## src/rtl/instr_mem_loader_pkg.sv

```systemverilog
// ============================================================================
// Module      : instr_mem_loader_pkg
// Description : Shared types and constants for the instruction-memory loader.
//               Holds the loader state encoding, the default memory geometry
//               and the NOP encoding returned by the fetch port while loading.
// Revision    : 1.0 - initial release
// ============================================================================
`default_nettype none

package instr_mem_loader_pkg;

    // Default memory geometry: 32 words of 32 bits, 5-bit word address.
    localparam int WORDS_DEFAULT  = 32;
    localparam int AW_DEFAULT     = 5;

    // Bytes packed into one instruction word (little-endian).
    localparam int BYTES_PER_WORD = 4;

    // Instruction returned while the memory is being rewritten.
    localparam logic [31:0] C_NOP = 32'h0000_0000;

    typedef enum logic [1:0] {
        ST_IDLE = 2'd0,
        ST_LOAD = 2'd1,
        ST_DONE = 2'd2
    } loader_state_t;

endpackage

`default_nettype wire

```

## src/rtl/instr_word_packer.sv

```systemverilog
// ============================================================================
// Module      : instr_word_packer
// Description : Assembles a little-endian byte stream into 32-bit words.
//               The first accepted byte of a word lands in [7:0]. On the
//               fourth accepted byte, word_o carries the complete word and
//               word_valid_o is high in that same cycle, so the consumer can
//               write it on the same edge that accepts the last byte.
// Ports       : clk_i         - clock
//               rst_i         - synchronous active-low reset
//               clear_i       - restart assembly at byte 0
//               byte_accept_i - byte_i is consumed this cycle
//               byte_i        - incoming byte
//               word_o        - assembled word (valid with word_valid_o)
//               word_valid_o  - fourth byte being accepted this cycle
// Revision    : 1.0 - initial release
// ============================================================================
`default_nettype none

module instr_word_packer
    import instr_mem_loader_pkg::*;
(
    input  logic        clk_i,
    input  logic        rst_i,
    input  logic        clear_i,
    input  logic        byte_accept_i,
    input  logic [7:0]  byte_i,
    output logic [31:0] word_o,
    output logic        word_valid_o
);

    localparam logic [1:0] c_last_byte = 2'(BYTES_PER_WORD - 1);

    logic [1:0]  r_cnt;
    logic [23:0] r_asm;   // bytes 0..2 of the word under construction

    always_ff @(posedge clk_i) begin
        if (!rst_i) begin
            r_cnt <= 2'd0;
            r_asm <= 24'd0;
        end else if (clear_i) begin
            r_cnt <= 2'd0;
            r_asm <= 24'd0;
        end else if (byte_accept_i) begin
            case (r_cnt)
                2'd0:    r_asm[7:0]   <= byte_i;
                2'd1:    r_asm[15:8]  <= byte_i;
                2'd2:    r_asm[23:16] <= byte_i;
                default: ;  // byte 3 goes straight out through word_o
            endcase
            r_cnt <= r_cnt + 2'd1;  // wraps back to 0 after the 4th byte
        end
    end

    // The fourth byte bypasses the register so the word is ready at the
    // accepting edge without an extra cycle of latency.
    assign word_o       = {byte_i, r_asm};
    assign word_valid_o = byte_accept_i && (r_cnt == c_last_byte);

endmodule

`default_nettype wire

```

## src/rtl/instr_mem_loader.sv

```systemverilog
// ============================================================================
// Module      : instr_mem_loader
// Description : Run-time loader for the CPU instruction RAM. Bytes streamed
//               over a valid/ready handshake are packed into words and
//               written sequentially from word 0. The fetch port is
//               combinational and returns NOP while a load is in progress.
// Ports       : clk_i        - clock
//               rst_i        - synchronous active-low reset (clears RAM)
//               start_i      - start a load of len_i words (idle/done only)
//               len_i        - word count 0..WORDS, sampled on start
//               byte_valid_i - byte_i valid
//               byte_i       - program byte, little-endian per word
//               byte_ready_o - byte accepted this cycle when valid
//               busy_o       - load in progress, hold the CPU
//               done_o       - last load completed (sticky)
//               err_o        - last start rejected, len_i > WORDS (sticky)
//               pc_addr_i    - CPU fetch byte address
//               instr_o      - fetched instruction
// Revision    : 1.0 - initial release
// ============================================================================
`default_nettype none

module instr_mem_loader
    import instr_mem_loader_pkg::*;
#(
    parameter int WORDS = WORDS_DEFAULT,
    parameter int AW    = AW_DEFAULT
)(
    input  logic        clk_i,
    input  logic        rst_i,
    input  logic        start_i,
    input  logic [5:0]  len_i,
    input  logic        byte_valid_i,
    input  logic [7:0]  byte_i,
    output logic        byte_ready_o,
    output logic        busy_o,
    output logic        done_o,
    output logic        err_o,
    input  logic [31:0] pc_addr_i,
    output logic [31:0] instr_o
);

    localparam logic [6:0] c_words = 7'(WORDS);

    loader_state_t r_state;
    loader_state_t w_state_nxt;

    logic [AW-1:0] r_ptr;
    logic [5:0]    r_len;
    logic          r_done;
    logic          r_err;
    logic [31:0]   r_mem [WORDS];

    logic          w_loading;
    logic          w_start_reject;
    logic          w_start_zero;
    logic          w_start_load;
    logic          w_last_word;
    logic [31:0]   w_word;
    logic          w_word_valid;
    logic          w_unused_addr_bits;

    assign w_loading = (r_state == ST_LOAD);

    instr_word_packer u_packer (
        .clk_i         (clk_i),
        .rst_i         (rst_i),
        .clear_i       (w_start_load),
        .byte_accept_i (byte_valid_i && w_loading),
        .byte_i        (byte_i),
        .word_o        (w_word),
        .word_valid_o  (w_word_valid)
    );

    // Next-state and start decoding.
    always_comb begin
        w_state_nxt    = r_state;
        w_start_reject = 1'b0;
        w_start_zero   = 1'b0;
        w_start_load   = 1'b0;
        w_last_word    = 1'b0;
        case (r_state)
            ST_IDLE, ST_DONE: begin
                if (start_i) begin
                    if ({1'b0, len_i} > c_words) begin
                        w_start_reject = 1'b1;   // state held, RAM untouched
                    end else if (len_i == 6'd0) begin
                        w_start_zero = 1'b1;
                        w_state_nxt  = ST_DONE;
                    end else begin
                        w_start_load = 1'b1;
                        w_state_nxt  = ST_LOAD;
                    end
                end
            end
            ST_LOAD: begin
                if (w_word_valid && (6'(r_ptr) == r_len - 6'd1)) begin
                    w_last_word = 1'b1;
                    w_state_nxt = ST_DONE;
                end
            end
            default: w_state_nxt = ST_IDLE;
        endcase
    end

    always_ff @(posedge clk_i) begin
        if (!rst_i) begin
            r_state <= ST_IDLE;
            r_ptr   <= '0;
            r_len   <= 6'd0;
            r_done  <= 1'b0;
            r_err   <= 1'b0;
        end else begin
            r_state <= w_state_nxt;
            if (w_start_reject) begin
                r_err  <= 1'b1;
                r_done <= 1'b0;
            end
            if (w_start_zero) begin
                r_err  <= 1'b0;
                r_done <= 1'b1;
            end
            if (w_start_load) begin
                r_err  <= 1'b0;
                r_done <= 1'b0;
                r_ptr  <= '0;
                r_len  <= len_i;
            end
            if (w_loading && w_word_valid) begin
                r_ptr <= r_ptr + 1'b1;
            end
            if (w_last_word) begin
                r_done <= 1'b1;
            end
        end
    end

    // Instruction RAM; reset wipes every word so an aborted load leaves no
    // partially written program behind.
    always_ff @(posedge clk_i) begin
        if (!rst_i) begin
            for (int i = 0; i < WORDS; i++) begin
                r_mem[i] <= C_NOP;
            end
        end else if (w_loading && w_word_valid) begin
            r_mem[r_ptr] <= w_word;
        end
    end

    assign busy_o       = w_loading;
    assign byte_ready_o = w_loading;
    assign done_o       = r_done;
    assign err_o        = r_err;

    // Word-aligned fetch; byte offset and upper bits are don't-care, so the
    // address space wraps modulo the memory size.
    assign instr_o = w_loading ? C_NOP : r_mem[pc_addr_i[AW+1:2]];

    assign w_unused_addr_bits = ^{pc_addr_i[31:AW+2], pc_addr_i[1:0]};

endmodule

`default_nettype wire

```

## config.mk

```make
export PLATFORM = sky130hd
export DESIGN_NAME = instr_mem_loader
export DESIGN_NICKNAME = d
export VERILOG_FILES = /design/src/rtl/instr_mem_loader_pkg.sv /design/src/rtl/instr_word_packer.sv /design/src/rtl/instr_mem_loader.sv
export SDC_FILE = /design/constraint.sdc
export NUM_CORES = 1
export LEC_CHECK = 0
export BUFFER_PORTS_ARGS = -buffer_cell sky130_fd_sc_hd__buf_4
export CAP_MARGIN = 30
export CORE_MARGIN = 8
export CORE_UTILIZATION = 35
export DETAILED_ROUTE_END_ITERATION = 10
export GPL_TIMING_DRIVEN = 1
export SLEW_MARGIN = 10
export SYNTH_ARGS = -nofsm -noshare
export SYNTH_HDL_FRONTEND = slang
export SYNTH_HIERARCHICAL = 1
export SYNTH_SLANG_ARGS = --single-unit
export TNS_END_PERCENT = 100
```

## constraint.sdc

```tcl
create_clock -name clk_i -period 4.69 [get_ports clk_i]
set_clock_uncertainty 0.15 [all_clocks]
set_input_delay 0.469 -clock clk_i [delete_from_list [all_inputs] [get_ports clk_i]]
set_output_delay 0.469 -clock clk_i [all_outputs]
set_load 0.01 [all_outputs]
```

# Yosys cells after proc, flatten, opt, wreduce, memory -nomap -nowiden
# Memories as Yosys holds them, arrays and structs flattened.
# Index checks and enable logic that the tools add are counted.
# Widths: inputs -> output; s select.
# totals
inputBits,50
mem_count,1
mem_bits_rw,1024
elab_cells,73
ff_bits,41
out_inout_bits,36
# op_classes
eq_ne,9
n_addsub,3
n_mux,32
reduce_logical,17
magnitude_cmp,1
bitwise_logic,1
# memory_table
memory,depth,width,read_ports,rd_ports_with_merged_regs,wr,line_no,rtl
r_mem,32,32,1,0,32,instr_mem_loader.sv:52,logic [31:0] r_mem [WORDS];
# ops
cell,count
$mux 32,2
$reduce_or 32->1,1
$mux 1,22
$mux 5,3
$mux 2,4
$eq 2x2->1 const B,3
$eq 5x6->1,1
$gt 6x6->1 const B,1
$logic_not 6->1,1
$reduce_and 2->1,3
$sub 6x1->6 const B,1
$add 5x1->5 const B,1
$eq 2x1->1 const B,2
$logic_and 1x1->1,4
$logic_not 2->1,2
$ne 2x2->1 const B,2
$pmux 2 s2,1
$reduce_bool 4->1,1
$reduce_or 2->1,2
$reduce_and 3->1,1
$reduce_or 3->1,1
$add 2x1->2 const B,1
$ne 2x1->1 const B,1
$reduce_bool 2->1,1
$not 1->1,1

# Longest topological paths before layout
# depth
depth_word,9
ltp_mapped,14
mapped_depth_nobuf,8

# Cells and area by module
# Netlist, hierarchy kept.
# by_module_without_submodules
mod,seq_area_each_um2,instances,area_per_inst_um2,cells_per_inst
instr_mem_loader,31049.8,1,47515.6,3011
instr_word_packer,520.5,1,1407.6,133

# Least setup slack after synthesis
# Ideal clock, no wire load.
# synth_path
path_kind,register -> register
startpoint,reg r_state[1]
endpoint,"mem r_mem[31][0], enable pin"
path_slack_ns,-0.088
t_arrival_ns,4.162
path_stages_with_launch,13
t_required_ns,4.074
period_less_slack_ns,4.778
path_cell_list,dfxtp_1 > nand2b_1 > buf_2 > clkinv_2 > and2_1 > buf_6 > buf_2 > and2_1 > and2_1 > buf_6 > nand3_2 > buf_2 > o21ai_0
# synth_lines
item,line_no,rtl
"start, declared",instr_mem_loader.sv:45,loader_state_t r_state;
"start signal, assigned",instr_mem_loader.sv:114,r_state <= w_state_nxt;
"end, declared",instr_mem_loader.sv:52,

# Worst setup path after layout
# layout_path
startpoint,in pc_addr_i[3]
endpoint,out instr_o[28]
# layout_between
elab_chain_cells,2
# layout_lines
item,line_no,rtl
"start, declared",instr_mem_loader.sv:39,"input logic [31:0] pc_addr_i,"
$mem_v2 32x32,-,
$mux 32,instr_mem_loader.sv:157,assign instr_o = w_loading ? C_NOP : r_mem[pc_addr_i[AW+1:2]];
"end, declared",instr_mem_loader.sv:40,output logic [31:0] instr_o
# Every way passes these cells.

==> results.yml <==
logic_synthesis:
  synth-main-ff-cell: "edfxtp_1"
  ys_ff_latch: 1065
  synthArstFlopShare_pct: 0
  seq_area_frac_synth_pct: 64.5
  netlist_area_um2: 48900
  synth_cells: 3144
  synth_edf_count: 1024
  syn_nets: 3203
  synth.distinct_cells: 54
  avgSynthCellArea_um2: 15.6
  ys_warn_count: 6
worst_hold_path:
  hp-class: "input pin to flip-flop"
  holdPathEnd: "r_state[1]$_SDFFE_PN0P_"
  min_from: "start_i"
  whs_path_depth: 3
pwr:
  power.total_mw: 21.5
  ir_drop_uv: 275
  pwr-share-clk_pct: 41.7
  p_switching_mw: 4.79
  swShare_pct: 22.3
  seqPwrFrac_pct: 51.0
  power_density_nw_per_um2: 386
  internal_power_mw: 16.7
  total_leakage_power_nw: 18.9
  power_frac_comb_pct: 7.3
floorplan:
  die_height_um: 390
  row_count: 137
  core-area_um2: 139000
  dieWidth_um: 390
  ios: 86
  start_util_pct: 35.1
  fp.dieArea_um2: 152000
sta:
  fin_crit_ps: 3790
  maxSlewViolCount: 0
  rsz0062_at_grt: "no"
  fin_ws_ps: 901
  tns_ps: 0
  final_hold_viol_count: 0
  worst_slew_pin_slew_ps: 1010
  slew_headroom_pct: 32.8
  fmax_ghz: 0.264
  final-setup-viol-count: 0
  post-route-period-util_pct: 80.8
cts:
  cts_sinks: 1065
  cts_max_level: 3
  cts_root_buf: "clkbuf_16"
  cts_tree: "built"
  clock_path_buffers: 3
  clk_latency_ps: 690
  clk_transition_reported_paths_ps: 60
  cts_made_buffers: 113
  cts_setup_buffers: 0
  cts_hold_buffers: 7
  cts-resized-gates: 0
placement:
  dp.cells: 4890
  preCtsSetupSlack_ps: 899
  gp_congestion: 0.795
  dpl_cell_area_um2: 51900
  dp_hpwl_mm: 74.0
  numPortBuffers: 58
run_status:
  outcome: "complete, no violations"
detailed_routing:
  dr.pass1.iters: 5
  num_vias: 26600
  drtIter0Drc: 2986
  drt-total-wl_mm: 131
  detail-route-antenna-nets: 0
  drc_errors: 0
  post_drt_wl_per_cell_um: 25.6
  via_per_inst: 5.20
final_layout:
  mostFrequentLayoutCells: "1,026 x and2_1, 1,024 x edfxtp_1, 256 x mux4_2"
  multi_input_area_um2: 16100
  design_area_um2: 55700
  regArea_um2: 31600
  fillCellCount: 12700
  drive_above_1_share_pct: 24.5
  area_growth_pct: 13.9
  nNetsFinal: 3202
  layout_commonest_cell: "and2_1"
  final_cells: 5121
global_route:
  grt_overflow: 0
  grt_usage_pct: 16.8
  grt_max_degree: 57
  grt_first_pass_wirelength_mm: 190
  antenna_found_initial: 5
  grt_pass1_vias: 27200
critical_path:
  start_kind: "input pin"
  rrSetupSlack_ps: 1050
  reg2reg_from: "r_state[1]$_SDFFE_PN0P_"
  cp_max_fo: 31
  crit_path_end_kind: "output pin"
  crit_type: "input pin to output pin"
  r2r_cells: 9
  worstPathRequired_ps: 4070
  rr_endpoint: "r_mem[18][30]$_SDFFCE_PN0P_"
  critical_path_arrival_ps: 3170
run:
  cap_violations: 0
routing by layer:
metal	global-route usage (%)	vias up	part of all wire [%]	routed length [um]
met5	0	-	0	0
met1	23.7	14000	44	57700
met3	3.53	171	7.2	9400
li1	-	11600	-	-
met4	4.10	0	2.4	3120
met2	26.7	930	46	60800
worst max-delay path: stages:
cell and delay (ps):
buf_8 310, buf_4 420, mux4_2 570, mux2i_1 270, nor2_1 80, a221oi_1 510, a21oi_1 250, buf_4 210
per-stage QoR:
step,utilization (%),hold slack [ps]
floorplan,-,335
global placement,37.1,357
detailed placement,37.3,359
CTS,40.0,47.1
global route,40.0,64.7
finish,40.0,96.2
synthesized netlist by cell type (2+ instances only):
cell type	number	area, um2
nor2_4	4	45.0
nor2b_1	3	18.8
mux2i_1	29	290
buf_6	26	293
nand3_2	2	20.0
mux4_2	256	5770
a221oi_1	23	201
buf_1	2	7.51
nor2_2	5	31.3
xnor2_1	5	43.8
o221ai_1	32	280
nand3b_1	3	22.5
nand2b_1	5	31.3
nor3_1	2	10.0
clkbuf_2	37	185
dfxtp_1	41	821
buf_2	35	175
nand3_4	3	52.6
inv_1	9	33.8
ha_1	9	113
nand2_1	18	67.6
buf_4	17	128
a31oi_1	12	75.1
a22oi_1	10	75.1
o21ai_0	34	170
nand3_1	31	155
a21oi_1	28	140
or4_1	2	15.0
nor2_1	60	225
xor2_1	3	26.3
and2_1	1027	6420
a21oi_2	23	201
buf_8	3	45.0
clkbuf_1	205	769
a21bo_1	23	230
mux2_2	75	845
o31ai_1	2	15.0
edfxtp_1	1024	30700
power by group through the flow:
stage	Clock (mW)	Combinational [mW]	Sequential, mW
final	8.97	1.57	11.0
after floorplan	0	0.958	11.1
after global placement	0	1.57	11.1
after global routing	9.43	1.66	11.0
after detailed placement	0	1.58	11.2
after CTS	9.12	1.58	11.0
cells by family (layout without fill, tap and decap cells):
family	count (synthesis)	after routing	share of synthesized area [%]
AOI/OAI and AO/OA	196	196	2.99
and+or+nand+nor	1171	1171	14.6
other	0	3	0
DFF	1065	1065	64.5
xor gates and xnor gates	8	8	0.143
buffers and inverters	335	433	3.36
muxes	360	360	14.1
adders and majority gates	9	9	0.230
sequential cells by signal, indices dropped and copies added (netlist names):
name	cells
u_packer/r_asm	24
r_len	6
err_o	1
r_mem	1024
u_packer/r_cnt	2
r_state	2
r_ptr	5
done_o	1
worst max path at each step:
stage                                       start                         end  slack (ps)  cells past startpoint
after floorplan           r_state[1]$_SDFFE_PN0P_  r_mem[31][0]$_SDFFCE_PN0P_         -90                     12
after global placement               pc_addr_i[3]                 instr_o[28]         880                      8
after detailed placement             pc_addr_i[3]                 instr_o[28]         900                      8
after CTS                            pc_addr_i[3]                 instr_o[28]         900                      8
after global routing                 pc_addr_i[3]                 instr_o[28]         880                      8
final                                pc_addr_i[3]                 instr_o[28]         900                      8
cell type report:
class / count / area share, %
Antenna cell: 3 / 0.0135
Clock buffer: 152 / 5.56
Clock inverter: 62 / 1.07
Inverter: 10 / 0.0696
Multi-Input combinational cell: 1744 / 29.0
Sequential cell: 1065 / 56.6
Tap cell: 1876 / 4.21
Timing Repair Buffer: 209 / 3.49
No activity file was read; power rests on OpenSTA's default activity.
